[src/rtl/hazard_ctrl.sv]
// Central hazard controller for the 5-stage MIPS pipeline: load-use stalls,
// taken-branch flushes, dmem wait states, plus debug counters and timeout flag.
module hazard_ctrl #(
   parameter int LU_STALL_CYCLES = 1,
   parameter int MEM_TIMEOUT     = 64,
   parameter int CNT_W           = 16
) (
   input  logic             clock,
   input  logic             reset,
   input  logic [4:0]       id_rs,
   input  logic [4:0]       id_rt,
   input  logic             id_uses_rs,
   input  logic             id_uses_rt,
   input  logic             ex_memread,
   input  logic [4:0]       ex_rt,
   input  logic             mem_branch_taken,
   input  logic             mem_access,
   input  logic             dmem_ready,
   output logic             pc_stall,
   output logic             if_id_stall,
   output logic             if_id_flush,
   output logic             id_ex_stall,
   output logic             id_ex_bubble,
   output logic             ex_mem_stall,
   output logic             ex_mem_bubble,
   output logic             mem_wb_bubble,
   output logic [CNT_W-1:0] stall_count,
   output logic [CNT_W-1:0] flush_count,
   output logic             mem_error
);

   typedef enum logic [1:0] {RUN, LU_STALL, MEM_WAIT} state_t;

   localparam logic [1:0] LU_INIT = 2'(LU_STALL_CYCLES - 1);
   localparam logic [7:0] TO      = 8'(MEM_TIMEOUT);

   // Control vector order: pc_stall, if_id_stall, if_id_flush, id_ex_stall,
   // id_ex_bubble, ex_mem_stall, ex_mem_bubble, mem_wb_bubble
   localparam logic [7:0] CTRL_FLUSH = 8'b0010_1010;
   localparam logic [7:0] CTRL_WAIT  = 8'b1101_0101;
   localparam logic [7:0] CTRL_LU    = 8'b1100_1000;

   state_t     state, state_next, saved, saved_next, base;
   logic [1:0] lu_cnt, lu_cnt_next;
   logic [7:0] wcnt, wcnt_next;
   logic [7:0] ctrl;
   logic       lu_hit, mw;

   assign lu_hit = ex_memread && (ex_rt != 5'd0) &&
                   ((id_uses_rs && (id_rs == ex_rt)) || (id_uses_rt && (id_rt == ex_rt)));
   assign mw     = mem_access && !dmem_ready;

   always_comb begin
      ctrl        = 8'b0;
      state_next  = state;
      saved_next  = saved;
      lu_cnt_next = lu_cnt;
      wcnt_next   = wcnt;
      // Once the wait ends, behave as the state the wait interrupted
      base        = (state == MEM_WAIT) ? saved : state;
      if (mem_branch_taken) begin
         ctrl        = CTRL_FLUSH;
         state_next  = RUN;
         lu_cnt_next = 2'd0;
         wcnt_next   = 8'd0;
      end else if (mw) begin
         ctrl       = CTRL_WAIT;
         state_next = MEM_WAIT;
         if (state != MEM_WAIT) begin
            saved_next = state;
            wcnt_next  = 8'd1;
         end else if (wcnt != 8'hFF) begin
            wcnt_next = wcnt + 8'd1;
         end
      end else begin
         wcnt_next  = 8'd0;
         state_next = RUN;
         if (base == LU_STALL) begin
            ctrl        = CTRL_LU;
            lu_cnt_next = lu_cnt - 2'd1;
            if (lu_cnt > 2'd1) state_next = LU_STALL;
         end else if (lu_hit) begin
            ctrl = CTRL_LU;
            if (LU_STALL_CYCLES > 1) begin
               state_next  = LU_STALL;
               lu_cnt_next = LU_INIT;
            end
         end
      end
   end

   // Reset forces the controls low immediately, even mid-stall
   assign {pc_stall, if_id_stall, if_id_flush, id_ex_stall,
           id_ex_bubble, ex_mem_stall, ex_mem_bubble, mem_wb_bubble} = reset ? 8'b0 : ctrl;

   always_ff @(posedge clock or posedge reset) begin
      if (reset) begin
         state       <= RUN;
         saved       <= RUN;
         lu_cnt      <= 2'd0;
         wcnt        <= 8'd0;
         mem_error   <= 1'b0;
         stall_count <= '0;
         flush_count <= '0;
      end else begin
         state  <= state_next;
         saved  <= saved_next;
         lu_cnt <= lu_cnt_next;
         wcnt   <= wcnt_next;
         if (wcnt_next >= TO) mem_error <= 1'b1;
         if (pc_stall && (stall_count != '1)) stall_count <= stall_count + CNT_W'(1);
         if (if_id_flush && (flush_count != '1)) flush_count <= flush_count + CNT_W'(1);
      end
   end

endmodule

[config.mk]
export PLATFORM = sky130hd
export DESIGN_NAME = hazard_ctrl
export DESIGN_NICKNAME = d
export VERILOG_FILES = /design/src/rtl/hazard_ctrl.sv
export SDC_FILE = /design/constraint.sdc
export NUM_CORES = 1
export LEC_CHECK = 0
export CAP_MARGIN = 10
export CORE_AREA = 2 2 74 76
export CTS_CLUSTER_SIZE = 40
export DETAILED_ROUTE_END_ITERATION = 8
export DIE_AREA = 0 0 76 78
export GPL_TIMING_DRIVEN = 0
export PLACE_DENSITY = 0.79
export SYNTH_ARGS = -nofsm -noshare
export SYNTH_HDL_FRONTEND = slang
export SYNTH_SLANG_ARGS = --single-unit
[constraint.sdc]
create_clock -name clock -period 3.42 [get_ports clock]
set_input_delay 0.684 -clock clock [delete_from_list [all_inputs] [get_ports clock]]
set_output_delay 0.684 -clock clock [all_outputs]
set_load 0.02 [all_outputs]
# After elaboration in Yosys (flattened, before gate mapping)
# Cells that the tools add are included.
[classes]
reduce_logical = 13
addsub = 4
muxes = 17
n_lt_le_gt_ge = 2
n_bitwise = 1
eq_ne = 9
[op_table]
columns = ["cell", "n"]
rows = [
  ["$mux 8", 9],
  ["$add 16x1->16 const B", 2],
  ["$ne 16x16->1 const B", 2],
  ["$mux 2", 6],
  ["$eq 5x5->1", 2],
  ["$add 8x1->8 const B", 1],
  ["$ge 8x7->1 const B", 1],
  ["$ne 8x8->1 const B", 1],
  ["$logic_and 1x1->1", 7],
  ["$reduce_bool 5->1", 1],
  ["$ne 2x2->1 const B", 2],
  ["$reduce_and 3->1", 1],
  ["$eq 2x1->1 const B", 1],
  ["$eq 2x2->1 const B", 1],
  ["$gt 2x1->1 const B", 1],
  ["$mux 1", 2],
  ["$reduce_and 2->1", 1],
  ["$reduce_bool 2->1", 1],
  ["$sub 2x1->2 const B", 1],
  ["$logic_not 1->1", 1],
  ["$logic_or 1x1->1", 1],
  ["$not 1->1", 1],
]
[word_totals]
register_bits = 47
in_bits = 23
out_inout_bits = 41
elab_cells = 53

# Depth between registers and ports, before layout
[depth]
ltp_word = 10
mapped_depth = 8
ltp_nobuf = 7

# Worst setup path before layout
# OpenSTA, ideal clock, no wires.
[synth_path]
path_kind = "input port to output port"
from = "input port reset"
to = "output port if_id_flush"
required_ns = 2.736
path_slack_ns = 0.324
path_stages = 4
arrival_time_ns = 2.412
cell_sequence = "inv_1 -> nand2_1 -> inv_1 -> buf_4"
[synth_between]
elab_chain_len = 1
[synth_lines]
columns = ["element", "line", "text"]
rows = [
  ["from (decl)", "9", "input logic reset,"],
  ["$mux 8", "94", "id_ex_bubble, ex_mem_stall, ex_mem_bubble, mem_wb_bubble} = reset ? 8'b0 : ctrl;"],
  ["to (decl)", "21", "output logic if_id_flush,"],
]
# Every way passes these cells.

# Worst setup path after layout
[layout_path]
from = "input port ex_rt[2]"
to = "output port if_id_stall"
[layout_between]
elab_chain_len = 9
word_cells_on_any_way = 13
classes_between = "2 x eq/ne; 5 x mux; 6 x reduce/logical"
[layout_lines]
columns = ["element", "line", "text"]
rows = [
  ["from (decl)", "15", "input logic [4:0] ex_rt,"],
  ["$eq 5x5->1", "50", "((id_uses_rs && (id_rs == ex_rt)) || (id_uses_rt && (id_rt == ex_rt)));"],
  ["$logic_and 1x1->1", "50", ""],
  ["$logic_or 1x1->1", "50", ""],
  ["$logic_and 1x1->1 *", "49", "assign lu_hit = ex_memread && (ex_rt != 5'd0) &&"],
  ["$mux 8 *", "82", "end else if (lu_hit) begin"],
  ["$mux 8 *", "78", "if (base == LU_STALL) begin"],
  ["$mux 8 *", "66", "end else if (mw) begin"],
  ["$mux 8 *", "61", "if (mem_branch_taken) begin"],
  ["$mux 8 *", "94", ""],
  ["to (decl)", "20", "output logic if_id_stall,"],
]
# Mark *: on every way between the ends. The rest lies on a longest branch, timed or not.

==> flow_summary_export.csv <==
group,metric,value,unit
logic_synthesis,synth-async-reset-ratio,1.00,
placement,dpl.cell_count,363,
min_path,min_path_type,"register to register",
power_and_ir_drop,power.leakage,0.00142,µW
logic_synthesis,synth_adder_area_share,0.0206,
setup_path,crit_path_end_kind,"output port",
logic_synthesis,synth_xor_area_frac,0.151,
global_route,grt_pass1_wl,8620,µm
detailed_routing,vias,1913,
power_and_ir_drop,cellPowerDensity,432,nW/µm²
cts,numCtsBuffers,5,
sta,clock.fmax,0.300,GHz
detailed_routing,wl,4830,µm
logic_synthesis,synth_top_cell_area_share,0.483,
setup_path,r2r_cells,8,
floorplanning,io_pins,64,
logic_synthesis,synthFlopType,"dfrtp_1",
setup_path,crit_chain,"clkdlybuf4s50_1, or4_1, o21a_1, a31oi_4, buf_6, inv_2, dlygate4sd2_1",
logic_synthesis,synth_top_family_by_area,"simple AND/OR/NAND/NOR gates",
detailed_routing,wl_per_cell,13.0,µm
cts,clk_latency,300,ps
detailed_routing,drc,0,
job,maxCapViolCount,0,
global_route,grt_usage,0.175,
sta,final_max_slew_viol_count,0,
floorplanning,fp.dieH,78,µm
floorplanning,initial_utilization,0.483,
cts,max-clock-path-buffers,2,
sta,fin_skew,9.86,ps
setup_path,startpoint_type,"input pin",
detailed_routing,drt_iter0_markers,80,
sta,tightest_slew,428,ps
sta,post-route-min-period,3330,ps
placement,port-buffer-count,62,
logic_synthesis,syn_nets,257,
cts,ctsHtreeMaxLevel,2,
sta,slew_headroom,0.713,
setup_path,max_stage_delay,530,ps
setup_path,critPathSlowestCell,"or4_1",
cts,clkSinkCount,47,
global_route,antenna_found_initial,0,
logic_synthesis,synthTopCellsByArea,"dfrtp_1 48%, xnor2_1 8.3%, xor2_1 6.8%, nand3_1 3.5%, nand2_1 3.1%",
logic_synthesis,yosysMostFrequentCell,"dfrtp_1",
sta,whs,472,ps
power_and_ir_drop,vdd_ir_drop_max,0.359,mV
setup_path,crit_start,"ex_rt[2]",
min_path,worstHoldStart,"mem_error",
logic_synthesis,synthSimpleGateAreaFrac,0.229,
sta,setup_ws,89.7,ps
sta,setup_tns,0,ps
sta,hold_viol,0,
global_route,grt_max_degree,40,
detailed_routing,drt.antenna.violating_nets,0,
sta,setup_viol,0,
logic_synthesis,syn_area,2430,µm²
finish,drive_gt1_frac,0.0930,
placement,place_congestion,0.782,
setup_path,arrival,2650,ps
placement,preCtsSetupSlack,-369,ps
logic_synthesis,yosys.area.top_type,"dfrtp_1",
placement,place_hpwl,3590,µm
logic_synthesis,synth_edf_count,0,
setup_path,cp_max_fo,10,
logic_synthesis,syn_inst,230,
finish,fin_util,0.646,
cts,holdBufCountCts,0,
global_route,overflow,0,
detailed_routing,vias_per_cell,5.16,
floorplanning,rows,26,
logic_synthesis,synth_seq_cells,47,
setup_path,cp.required,2740,ps
setup_path,rrSetupSlack,1460,ps
finish,fin_nets,328,
setup_path,worst-setup-path-type,"input pin to output port",
cts,clk_pin_slew,80,ps
floorplanning,die-area,5930,µm²
sta,post-route-period-util,0.974,
sta,rsz0062_at_grt,"false",
finish,diodes,0,
logic_synthesis,synth.distinct_cells,46,
global_route,grt_pass1_vias,1939,
finish,area_delta_synth_final,33.8,%
cts,clockRootBuffer,"clkbuf_8",
min_path,hold_end,"mem_error",
status,run_status,"complete, no violations",
logic_synthesis,ys_top_cells_by_count,"47 x dfrtp_1, 23 x xnor2_1, 20 x nand2_1",
logic_synthesis,synth.yosys.seq_area_share,0.483,
floorplanning,die_x,76,µm
floorplanning,coreArea,5040,µm²
detailed_routing,dr.pass1.iters,4,
setup_path,r2r-start,"stall_count[0]",
logic_synthesis,synth-compound-area-share,0.0622,
logic_synthesis,synthMuxAreaShare,0.0216,
finish,instances_no_fill,371,
min_path,worstHoldPathCells,1,
cts,cts_tree,"built",
logic_synthesis,avgSynthCellArea,10.6,µm²
logic_synthesis,ys_warn_count,0,
setup_path,r2r-end,"stall_count[7]",
[kinds of logic (layout without fill, tap and decap cells)]
group,after synthesis,after routing
AOI/OAI and AO/OA,20,20
xor gates and xnor gates,42,42
adders and majority gates,4,4
buffers and inverters,15,86
DFF,47,47
muxes,5,5
and+or+nand+nor,97,97
[final cells by class]
class,count,area (µm²)
clock inverters,2,13.8
clock buffers,5,68.8
inverters,7,26.3
well taps,70,87.6
repair buffers,64,646
fillers,412,1790
flip-flops and latches,47,1180
multi-input cells,168,1180
plain buffers,8,53.8
[metal layers]
| metal | vias to the layer above | track usage | share of wire | routed length, µm |
|---|---|---|---|---|
| li1 | 934 | - | - | - |
| met1 | 925 | 0.211 | 0.45 | 2170 |
| met2 | 50 | 0.313 | 0.50 | 2400 |
| met3 | 4 | 0.0488 | 0.047 | 228 |
| met4 | 0 | 0.0418 | 0.0066 | 32 |
| met5 | - | 0 | 0 | 0 |
[stage by stage]
step	instance area [µm²]	power, µW
after floorplan	2430	903
after global placement	3140	1090
after detailed placement	3160	1100
after CTS	3250	1430
after global routing	3260	1490
final	3260	1410
[layout by cell type, fill, tap and decap left out, drive strengths merged, types with 4 or more instances in the layout]
master / n
a21oi: 7
and3: 4
and4: 7
buf: 9
clkbuf: 7
clkdlybuf4s50: 58
dfrtp: 47
ha: 4
inv: 7
nand2: 20
nand3: 17
nor2: 14
nor3: 6
nor3b: 5
nor4: 6
xnor2: 23
xor2: 19
[power by group]
group	total, µW	switching (µW)	internal [µW]	leakage [µW]
logic	391	189	202	0.000750
clock network	318	179	140	0.0000440
registers	699	81.2	618	0.000627
total	1410	448	960	0.00142
[worst max-delay path, delay by kind of cell]
family,cells,cell delay [ps]
and+or+nand+nor,1,530
AOI/OAI and AO/OA,2,430
buffers and inverters,4,990
[worst max path at each step]
stage	slack, ps	to
floorplan	320	if_id_flush
global placement	-1070	if_id_flush
detailed placement	-370	pc_stall
CTS	20	id_ex_bubble
global route	8	if_id_stall
finish	90	if_id_stall
[state kept, by name, indices dropped and copies added (netlist names)]
| name | cells |
|---|---|
| lu_cnt | 2 |
| wcnt | 8 |
| mem_error | 1 |
| stall_count | 16 |
| saved | 2 |
| flush_count | 16 |
| state | 2 |
[what timing repair did]
action	in CTS	in global routing
pin swaps	1	0
buffers inserted	1	0
gates resized for setup	4	2
endpoints found under the setup margin	2	1
(Power assumes the default switching activity.)
